## src/rtl/mem_access_stage_if.sv

```systemverilog
// Data-memory request/response bus between the M stage (master) and data memory (slave).
interface mem_access_stage_if #(
  parameter int XLEN   = 32,
  parameter int ADDR_W = 32
);
  logic              req_valid;
  logic              req_ready;
  logic              req_we;
  logic [ADDR_W-1:0] req_addr;
  logic [XLEN-1:0]   req_wdata;
  logic [3:0]        req_be;
  logic              rsp_valid;
  logic [XLEN-1:0]   rsp_rdata;

  modport master (
    output req_valid, req_we, req_addr, req_wdata, req_be,
    input  req_ready, rsp_valid, rsp_rdata
  );

  modport slave (
    input  req_valid, req_we, req_addr, req_wdata, req_be,
    output req_ready, rsp_valid, rsp_rdata
  );
endinterface

```

## src/rtl/mem_access_stage.sv

```systemverilog
// M stage: dmem handshake, store lane steering, load alignment, W-stage result registers.
// Optional MISALIGN_TRAP_EN: misaligned H/W accesses are suppressed and reported as a trap.
module mem_access_stage #(
  parameter int XLEN   = 32,
  parameter int ADDR_W = 32
) (
  input  logic                clk,
  input  logic                rst,
  input  logic [2:0]          funct3M,
  input  logic [XLEN-1:0]     alu_outM,
  input  logic [XLEN-1:0]     forward_rs2M,
  input  logic [XLEN-1:0]     pc_plus4M,
  input  logic [6:0]          opcodeM,
  input  logic                mem_accessM,
  input  logic [1:0]          wb_selM,
  input  logic                reg_writeM,
  input  logic [4:0]          rdM,
  mem_access_stage_if.master  dmem,
  output logic                stallM,
  output logic [XLEN-1:0]     wb_dataW,
  output logic [4:0]          rdW,
  output logic                reg_writeW
`ifdef MISALIGN_TRAP_EN
  ,
  output logic                misaligned_trapW,
  output logic [XLEN-1:0]     misaligned_addrW
`endif
);

  localparam int       NUM_LANES = XLEN / 8;
  localparam bit [6:0] OP_STORE  = 7'b0100011;

  typedef enum logic [1:0] {IDLE, REQ, WAIT} state_e;

  state_e                state_q, state_d;
  logic                  lat_we_q, lat_we_d;
  logic [ADDR_W-1:0]     lat_addr_q, lat_addr_d;
  logic [XLEN-1:0]       lat_wdata_q, lat_wdata_d;
  logic [3:0]            lat_be_q, lat_be_d;
  logic [2:0]            lat_f3_q, lat_f3_d;
  logic [1:0]            lat_off_q, lat_off_d;
  logic [4:0]            lat_rd_q, lat_rd_d;
  logic                  lat_rw_q, lat_rw_d;
  logic [XLEN-1:0]       wb_data_q, wb_data_d;
  logic [4:0]            rd_q, rd_d;
  logic                  reg_write_q, reg_write_d;
`ifdef MISALIGN_TRAP_EN
  logic                  trap_q, trap_d;
  logic [XLEN-1:0]       mis_addr_q, mis_addr_d;
`endif

  logic                  is_store, size_byte, size_half, misaligned;
  logic [1:0]            off;
  logic [3:0]            st_be;
  logic [NUM_LANES-1:0][7:0] st_lanes;
  logic [XLEN-1:0]       wb_alu, ld_shift, ld_data;

  assign is_store  = (opcodeM == OP_STORE);
  assign off       = alu_outM[1:0];
  // Undefined funct3 sizes (011/110/111) fall through to word access.
  assign size_byte = (funct3M[1:0] == 2'b00);
  assign size_half = (funct3M[1:0] == 2'b01);

`ifdef MISALIGN_TRAP_EN
  assign misaligned = mem_accessM &&
                      ((size_half && off[0]) || (!size_byte && !size_half && off != 2'b00));
`else
  assign misaligned = 1'b0;
`endif

  for (genvar i = 0; i < NUM_LANES; i++) begin : g_lane
    assign st_lanes[i] = size_byte ? forward_rs2M[7:0] :
                         size_half ? forward_rs2M[8*(i%2) +: 8] :
                                     forward_rs2M[8*i +: 8];
  end

  always_comb begin
    if (size_byte)      st_be = 4'b0001 << off;
    else if (size_half) st_be = 4'b0011 << off;
    else                st_be = 4'b1111;
  end

  assign wb_alu   = (wb_selM == 2'b10) ? pc_plus4M : alu_outM;
  assign ld_shift = dmem.rsp_rdata >> {lat_off_q, 3'b000};

  always_comb begin
    case (lat_f3_q)
      3'b000:  ld_data = {{(XLEN-8){ld_shift[7]}},   ld_shift[7:0]};
      3'b001:  ld_data = {{(XLEN-16){ld_shift[15]}}, ld_shift[15:0]};
      3'b100:  ld_data = {{(XLEN-8){1'b0}},          ld_shift[7:0]};
      3'b101:  ld_data = {{(XLEN-16){1'b0}},         ld_shift[15:0]};
      default: ld_data = ld_shift;
    endcase
  end

  always_comb begin
    state_d        = state_q;
    lat_we_d       = lat_we_q;
    lat_addr_d     = lat_addr_q;
    lat_wdata_d    = lat_wdata_q;
    lat_be_d       = lat_be_q;
    lat_f3_d       = lat_f3_q;
    lat_off_d      = lat_off_q;
    lat_rd_d       = lat_rd_q;
    lat_rw_d       = lat_rw_q;
    wb_data_d      = wb_data_q;
    rd_d           = rd_q;
    reg_write_d    = 1'b0;
`ifdef MISALIGN_TRAP_EN
    trap_d         = 1'b0;
    mis_addr_d     = mis_addr_q;
`endif
    dmem.req_valid = 1'b0;
    dmem.req_we    = lat_we_q;
    dmem.req_addr  = lat_addr_q;
    dmem.req_wdata = lat_wdata_q;
    dmem.req_be    = lat_be_q;
    stallM         = 1'b0;

    case (state_q)
      IDLE: begin
        if (!mem_accessM) begin
          wb_data_d   = wb_alu;
          rd_d        = rdM;
          reg_write_d = reg_writeM;
        end else if (misaligned) begin
`ifdef MISALIGN_TRAP_EN
          trap_d     = 1'b1;
          mis_addr_d = alu_outM;
`endif
          rd_d       = rdM;
        end else begin
          dmem.req_valid = 1'b1;
          dmem.req_we    = is_store;
          dmem.req_addr  = {alu_outM[ADDR_W-1:2], 2'b00};
          dmem.req_wdata = st_lanes;
          dmem.req_be    = st_be;
          lat_we_d       = is_store;
          lat_addr_d     = {alu_outM[ADDR_W-1:2], 2'b00};
          lat_wdata_d    = st_lanes;
          lat_be_d       = st_be;
          lat_f3_d       = funct3M;
          lat_off_d      = off;
          lat_rd_d       = rdM;
          lat_rw_d       = reg_writeM;
          if (!dmem.req_ready) begin
            state_d = REQ;
            stallM  = 1'b1;
          end else if (!is_store) begin
            state_d = WAIT;
            stallM  = 1'b1;
          end
        end
      end
      REQ: begin
        dmem.req_valid = 1'b1;
        stallM         = 1'b1;
        if (dmem.req_ready) begin
          if (lat_we_q) begin
            state_d = IDLE;
            stallM  = 1'b0;
          end else begin
            state_d = WAIT;
          end
        end
      end
      WAIT: begin
        stallM = 1'b1;
        if (dmem.rsp_valid) begin
          stallM      = 1'b0;
          state_d     = IDLE;
          wb_data_d   = ld_data;
          rd_d        = lat_rd_q;
          reg_write_d = lat_rw_q;
        end
      end
      default: state_d = IDLE;
    endcase

    // Outputs are held quiet while reset is asserted.
    if (rst) begin
      dmem.req_valid = 1'b0;
      stallM         = 1'b0;
    end
  end

  always_ff @(posedge clk) begin
    if (rst) begin
      state_q     <= IDLE;
      lat_we_q    <= 1'b0;
      lat_addr_q  <= '0;
      lat_wdata_q <= '0;
      lat_be_q    <= '0;
      lat_f3_q    <= '0;
      lat_off_q   <= '0;
      lat_rd_q    <= '0;
      lat_rw_q    <= 1'b0;
      wb_data_q   <= '0;
      rd_q        <= '0;
      reg_write_q <= 1'b0;
`ifdef MISALIGN_TRAP_EN
      trap_q      <= 1'b0;
      mis_addr_q  <= '0;
`endif
    end else begin
      state_q     <= state_d;
      lat_we_q    <= lat_we_d;
      lat_addr_q  <= lat_addr_d;
      lat_wdata_q <= lat_wdata_d;
      lat_be_q    <= lat_be_d;
      lat_f3_q    <= lat_f3_d;
      lat_off_q   <= lat_off_d;
      lat_rd_q    <= lat_rd_d;
      lat_rw_q    <= lat_rw_d;
      wb_data_q   <= wb_data_d;
      rd_q        <= rd_d;
      reg_write_q <= reg_write_d;
`ifdef MISALIGN_TRAP_EN
      trap_q      <= trap_d;
      mis_addr_q  <= mis_addr_d;
`endif
    end
  end

  assign wb_dataW   = wb_data_q;
  assign rdW        = rd_q;
  assign reg_writeW = reg_write_q;
`ifdef MISALIGN_TRAP_EN
  assign misaligned_trapW = trap_q;
  assign misaligned_addrW = mis_addr_q;
`endif

endmodule

```

## src/flat_wrapper.sv

```systemverilog
// flat-port wrapper written by rule: the top's interface ports become plain ports
module mem_access_stage_flat 
#(
  parameter int XLEN   = 32,
  parameter int ADDR_W = 32
)
  (clk, rst, funct3M, alu_outM, forward_rs2M, pc_plus4M, opcodeM, mem_accessM, wb_selM, reg_writeM, rdM, stallM, wb_dataW, rdW, reg_writeW, dmem_req_valid, dmem_req_we, dmem_req_addr, dmem_req_wdata, dmem_req_be, dmem_req_ready, dmem_rsp_valid, dmem_rsp_rdata);
  mem_access_stage_if #(.XLEN(XLEN), .ADDR_W(ADDR_W)) dmem_i ();
  input  logic clk;
  input  logic rst;
  input  logic [2:0] funct3M;
  input  logic [XLEN-1:0] alu_outM;
  input  logic [XLEN-1:0] forward_rs2M;
  input  logic [XLEN-1:0] pc_plus4M;
  input  logic [6:0] opcodeM;
  input  logic mem_accessM;
  input  logic [1:0] wb_selM;
  input  logic reg_writeM;
  input  logic [4:0] rdM;
  output logic stallM;
  output logic [XLEN-1:0] wb_dataW;
  output logic [4:0] rdW;
  output logic reg_writeW;
  output wire logic [$bits(dmem_i.req_valid)-1:0] dmem_req_valid;
  output wire logic [$bits(dmem_i.req_we)-1:0] dmem_req_we;
  output wire logic [$bits(dmem_i.req_addr)-1:0] dmem_req_addr;
  output wire logic [$bits(dmem_i.req_wdata)-1:0] dmem_req_wdata;
  output wire logic [$bits(dmem_i.req_be)-1:0] dmem_req_be;
  input wire logic [$bits(dmem_i.req_ready)-1:0] dmem_req_ready;
  input wire logic [$bits(dmem_i.rsp_valid)-1:0] dmem_rsp_valid;
  input wire logic [$bits(dmem_i.rsp_rdata)-1:0] dmem_rsp_rdata;
  assign dmem_req_valid = dmem_i.req_valid;
  assign dmem_req_we = dmem_i.req_we;
  assign dmem_req_addr = dmem_i.req_addr;
  assign dmem_req_wdata = dmem_i.req_wdata;
  assign dmem_req_be = dmem_i.req_be;
  assign dmem_i.req_ready = dmem_req_ready;
  assign dmem_i.rsp_valid = dmem_rsp_valid;
  assign dmem_i.rsp_rdata = dmem_rsp_rdata;
  mem_access_stage #(.XLEN(XLEN), .ADDR_W(ADDR_W)) u_core (.clk(clk), .rst(rst), .funct3M(funct3M), .alu_outM(alu_outM), .forward_rs2M(forward_rs2M), .pc_plus4M(pc_plus4M), .opcodeM(opcodeM), .mem_accessM(mem_accessM), .wb_selM(wb_selM), .reg_writeM(reg_writeM), .rdM(rdM), .dmem(dmem_i), .stallM(stallM), .wb_dataW(wb_dataW), .rdW(rdW), .reg_writeW(reg_writeW));
endmodule
```

## config.mk

```make
export PLATFORM = sky130hd
export DESIGN_NAME = mem_access_stage_flat
export DESIGN_NICKNAME = d
export VERILOG_FILES = /design/src/rtl/mem_access_stage_if.sv /design/src/rtl/mem_access_stage.sv /design/src/flat_wrapper.sv
export SDC_FILE = /design/constraint.sdc
export NUM_CORES = 1
export LEC_CHECK = 0
export CORE_ASPECT_RATIO = 1.2
export CORE_MARGIN = 2
export CORE_UTILIZATION = 40
export CTS_BUF_LIST = sky130_fd_sc_hd__clkbuf_4 sky130_fd_sc_hd__clkbuf_8 sky130_fd_sc_hd__clkbuf_16
export DETAILED_ROUTE_END_ITERATION = 7
export GPL_ROUTABILITY_DRIVEN = 0
export PLACE_DENSITY = 0.72
export SYNTH_ARGS = -nofsm -noshare
export SYNTH_HDL_FRONTEND = slang
export SYNTH_SLANG_ARGS = --single-unit
```

## constraint.sdc

```tcl
create_clock -name clk -period 2.6 [get_ports clk]
set_clock_uncertainty 0.05 [all_clocks]
set_input_delay 0.65 -clock clk [delete_from_list [all_inputs] [get_ports clk]]
set_output_delay 0.65 -clock clk [all_outputs]
set_load 0.02 [all_outputs]
```

* Yosys cells after proc, flatten, opt, wreduce, memory -nomap -nowiden
Index checks and enable logic that the tools add are counted.
** Word-level totals
- Bits in registers :: 120
- Input bits :: 151
- Output and inout port bits :: 109
- Logic and storage cells :: 79
** Operators by class
- Eq/ne operators :: 13
- Shift operators :: 3
- Multiplexer cells :: 44
- Reduce and logical (&&, ||, !) cells :: 7
** Operators with widths (number)
- $mux W32 :: 7
- $pmux W32 S4 :: 1
- $pmux W32 S2 :: 1
- $mux W8 :: 5
- $shr A32 B5 Y32 :: 1
- $mux W4 :: 4
- $mux W1 :: 13
- $mux W2 :: 6
- $mux W5 :: 2
- $pmux W5 S2 :: 1
- $ne A2 B2 Y1 const B :: 4
- $eq A7 B6 Y1 const B :: 1
- $eq A3 B3 Y1 const B :: 2
- $pmux W2 S3 :: 1
- $eq A2 B1 Y1 const B :: 2
- $eq A2 B2 Y1 const B :: 2
- $logic_not A2 Y1 :: 2
- $pmux W1 S2 :: 2
- $reduce_and A4 Y1 :: 1
- $shl A1 B2 Y4 const A :: 1
- $shl A2 B2 Y4 const A :: 1
- $eq A3 B1 Y1 const B :: 1
- $logic_not A3 Y1 :: 1
- $ne A3 B3 Y1 const B :: 1
- 4 further kinds :: 4

* Longest topological paths before layout
- Depth after elaboration :: 6
- Gate-level depth with buffers :: 7

* Least setup slack after synthesis
Ideal clock, no wire load.
- Path kind :: in2out
- Start point :: in funct3M[0]
- End point :: out dmem_req_wdata[10]
- Arrival :: 1.846 ns
- Required time :: 1.900 ns
- Slack :: 0.054 ns
- Stages on the path :: 4
- Path buffers :: 1
- Path through :: clkbuf_1 > nor2_2 > mux2i_1 > o21ai_0
** Between the ends
- Word-level cells in the longest chain between the ends :: 4
** Ends and longest elaborated chain
- start, declared :: line flat_wrapper.sv:11 : input logic [2:0] funct3M;
- $logic_not A2 Y1 :: line mem_access_stage.sv:61 : assign size_byte = (funct3M[1:0] == 2'b00);
- $mux W8 :: line mem_access_stage.sv:72 : assign st_lanes[i] = size_byte ? forward_rs2M[7:0] :
- $mux W32
- $mux W32 :: line mem_access_stage.sv:120 : case (state_q)
- end, declared :: line flat_wrapper.sv:27 : output wire logic [$bits(dmem_i.req_wdata)-1:0] dmem_req_wdata;
No other way between the ends.

* Worst setup path in the final report
- Start point :: reg u_core.state_q[1]
- End point :: out dmem_req_be[2]
** Between the ends
- Word-level cells in the longest chain between the ends :: 2
** Ends and longest elaborated chain
- start, declared :: line mem_access_stage.sv:35 : state_e state_q, state_d;
- start signal, assigned :: line mem_access_stage.sv:206 : state_q <= state_d;
- $logic_not A2 Y1 :: line mem_access_stage.sv:120
- $mux W4 :: line mem_access_stage.sv:120
- end, declared :: line flat_wrapper.sv:28 : output wire logic [$bits(dmem_i.req_be)-1:0] dmem_req_be;
No other way between the ends.

==> impl_metrics.py <==
metrics = {
    "outcome": {
        "status": "completed",
    },
    "global_route": {
        "antenna_found_initial": 0,
        "grt-ovfl-total": 0,
        "grt_pass1_wl_um": 36400,
        "grt_pass1_vias": 6996,
        "grt.total_usage_pct": 27.6,
        "grt_max_degree": 38,
    },
    "logic_synthesis": {
        "synth_top_family_by_area": "compound AO/OA/AOI/OAI gates",
        "netlist.area_leader.share_pct": 37.8,
        "postSynth.asyncResetShare_pct": 0,
        "synthSimpleGateAreaFrac_pct": 22.0,
        "synth_compound_area_share_pct": 23.2,
        "ys.flop_type": "dfxtp_1",
        "ys_warn_count": 0,
        "synthMuxAreaShare_pct": 11.1,
        "avgSynthCellArea_um2": 7.84,
        "synthAdderAreaFrac_pct": 0.788,
        "yosys.area_share.xor_xnor_pct": 0,
        "ys_types": 50,
        "syn_nets": 966,
        "ys_seq_elements": 120,
        "syn_area_um2": 6350,
        "synth_edf_count": 0,
        "postSynthCellCount": 811,
        "synth_area_leaders": "dfxtp_1 38%, nand2_1 15%, a21oi_1 7.4%, mux2i_1 6.6%, o21ai_0 4.0%",
        "yosysTopAreaCell": "dfxtp_1",
        "ys_seq_area_share_pct": 37.8,
    },
    "route": {
        "dr.pass1.iters": 5,
        "wirelength_um": 24300,
        "wl_per_cell_um": 17.8,
        "drcViolationCount": 0,
        "vias_per_cell": 5.34,
        "num_vias": 7283,
        "first_iter_violations": 515,
        "ant_nets": 0,
    },
    "place": {
        "place_ws_ns": -0.982,
        "port_buffers": 259,
        "dpl.hpwl_um": 17500,
        "dp_cells": 1319,
        "post_dp_cell_area_um2": 9780,
    },
    "layout": {
        "final_util_pct": 69.4,
        "stdcell_count": 1364,
        "nets": 1297,
        "stdcell_area_um2": 10800,
        "area_growth_pct": 70.1,
        "drive_gt1_share_pct": 27.6,
    },
    "cts": {
        "cts_tree": "built",
        "cts.path.max_buffers": 2,
        "root_buffer": "clkbuf_16",
        "clock_latency_ns": 0.41,
        "hold_buffers": 0,
        "cts_buffers": 17,
        "h-tree-depth": 4,
        "clk_pin_slew_worst_paths_ns": 0.05,
        "cts_sinks": 120,
    },
    "critical_path": {
        "cp_data_required_time_ns": 1.90,
        "end_kind": "output port",
        "path_cells": "or3b_4, a2111oi_2, nor2_1, buf_4",
        "slowest_delay_ns": 0.47,
        "r2r_end": "u_core.wb_dataW[16]$_SDFFE_PP0P_",
        "reg2reg_slack_ns": 0.57,
        "critPathKind": "flip-flop to output port",
        "cp.arrival_ns": 1.88,
        "startpoint": "u_core.state_q[1]$_SDFFE_PP0P_",
        "cpMaxStageDelayCell": "or3b_4",
        "worst-r2r-cell-count": 6,
        "crit_path_end": "dmem_req_be[2]",
        "cp-start-kind": "flip-flop",
        "regToRegStartpoint": "u_core.state_q[1]$_SDFFE_PP0P_",
        "critPathMaxFanout": 7,
    },
    "sta": {
        "fin_crit_ns": 2.58,
        "max_freq_mhz": 388,
        "slew_headroom_pct": 24.7,
        "setup_slack_ns": 0.0230,
        "rsz0062_at_grt": "yes",
        "period_share_pct": 99.1,
        "tightest_slew_ns": 1.13,
        "finalHoldViolCount": 0,
        "drv_slew": 0,
        "setup_viol": 0,
    },
    "floorplan": {
        "core_um2": 15600,
        "dieArea_um2": 16900,
        "die_w_um": 119,
        "num_rows": 50,
        "start_util_pct": 40.8,
        "fp.dieH_um": 142,
        "io_pins": 260,
    },
    "power_and_ir_drop": {
        "irDropWorstVdd_uv": 341,
        "powerDensity_nw_per_um2": 589,
        "power_mw": 6.37,
        "p_leak_nw": 4.64,
    },
    "job": {
        "drv_cap": 0,
    },
    "min_path": {
        "hp-class": "flip-flop to flip-flop",
    },
}
[synthesized netlist by cell type (3+ instances only)]
library cell and count:
o2bb2ai_1 8, mux2_2 7, inv_1 4, buf_2 11, a211o_1 8, o221ai_1 8, a311o_1 8, nor2b_1 7
mux2i_1 42, clkbuf_1 38, buf_4 4, or2_2 3, a32o_1 8, a31oi_1 10, o21ai_0 51, a221o_1 15
nor2_1 27, dfxtp_1 120, mux4_2 8, ha_1 4, buf_6 5, and2_1 21, nand2b_1 6, nand2_1 254
a311oi_1 5, buf_1 7, a21oi_1 94
[critical path: cells and delay by family, from the launching register on]
kind | cells | cell delay [ns]
DFF | 1 | 0.34
and+or+nand+nor | 2 | 0.58
AOI/OAI and AO/OA | 1 | 0.36
buffers and inverters | 1 | 0.18
[registers in the layout (all words and copies together) (netlist names)]
name / count
u_core.lat_rw_q: 1
u_core.lat_be_q: 4
u_core.wb_dataW: 32
u_core.reg_writeW: 1
u_core.lat_f3_q: 3
u_core.state_q: 2
u_core.lat_we_q: 1
u_core.lat_rd_q: 5
u_core.rdW: 5
u_core.lat_off_q: 2
u_core.lat_addr_q: 32
u_core.lat_wdata_q: 32
[power breakdown]
group | internal (mW) | switching (mW) | total [mW]
logic | 0.889 | 0.930 | 1.82
clock network | 1.65 | 0.856 | 2.50
registers | 1.98 | 0.0672 | 2.05
[worst min path at each step]
stage,start,end,cells past startpoint
4_1_cts,u_core.wb_dataW[0]$_SDFFE_PP0P_,u_core.wb_dataW[0]$_SDFFE_PP0P_,2
6_report,u_core.wb_dataW[2]$_SDFFE_PP0P_,u_core.wb_dataW[2]$_SDFFE_PP0P_,2
3_5_place_dp,u_core.lat_rd_q[2]$_SDFFE_PP0P_,u_core.lat_rd_q[2]$_SDFFE_PP0P_,2
5_1_grt,u_core.wb_dataW[0]$_SDFFE_PP0P_,u_core.wb_dataW[0]$_SDFFE_PP0P_,2
2_1_floorplan,u_core.lat_rw_q$_SDFFE_PP0P_,u_core.lat_rw_q$_SDFFE_PP0P_,2
3_3_place_gp,u_core.wb_dataW[0]$_SDFFE_PP0P_,u_core.wb_dataW[0]$_SDFFE_PP0P_,2
[through the flow]
step / hold WS [ns] / setup TNS (ns)
2_1_floorplan: 0.386 / 0
3_3_place_gp: 0.391 / -51.82
3_5_place_dp: 0.397 / -54.61
4_1_cts: 0.404 / -0.0563
5_1_grt: 0.421 / -0.582
6_report: 0.404 / 0
[final cells by class]
class                           instances  area (um2)
Timing Repair Buffer                  376        3590
Fill cell                            1264        4770
Tap cell                              208         260
Clock inverter                         13         176
Sequential cell                       120        2400
Inverter                                4        15.0
Clock buffer                           19         453
Antenna cell                            1        2.50
Multi-Input combinational cell        623        3910
[cells in the final DEF, fill, tap and decap left out, drive strengths merged, types with 5 or more instances in the layout]
| master | n |
|---|---|
| a32o | 8 |
| clkdlybuf4s50 | 170 |
| dlymetal6s2s | 5 |
| mux2 | 8 |
| a31oi | 10 |
| nand2b | 6 |
| mux2i | 43 |
| a21oi | 95 |
| dfxtp | 120 |
| clkinv | 6 |
| nor2b | 8 |
| clkbuf | 25 |
| a221o | 15 |
| o2bb2ai | 9 |
| a311o | 8 |
| a311oi | 5 |
| o221ai | 8 |
| buf | 182 |
| nand2 | 254 |
| o21ai | 51 |
| clkdlybuf4s15 | 6 |
| mux4 | 8 |
| dlygate4sd2 | 7 |
| and2 | 21 |
| a211o | 8 |
| nor2 | 28 |
[cell families (layout without fill, tap and decap cells)]
kind of cell,after synthesis,count (layout)
compound gates,226,226
fa+ha+maj,4,4
buf+inv,69,412
flops,120,120
mux,59,59
other cells,0,1
simple gates,333,334
[repair_timing]
action	4_1_cts	5_1_grt
pin swaps	11	8
gates resized for setup	408	102
setup endpoints to repair	71	61
cloned	4	3
setup buffers	3	3
hold endpoints to repair	0	0
[metal layers]
| layer | global-route usage [%] | wire (um) |
|---|---|---|
| met1 | 30.9 | 9350 |
| met2 | 48.2 | 12100 |
| met3 | 7.97 | 2120 |
| met4 | 13.0 | 811 |
| met5 | 0 | 0 |
Power figures use the tool's default switching activity.
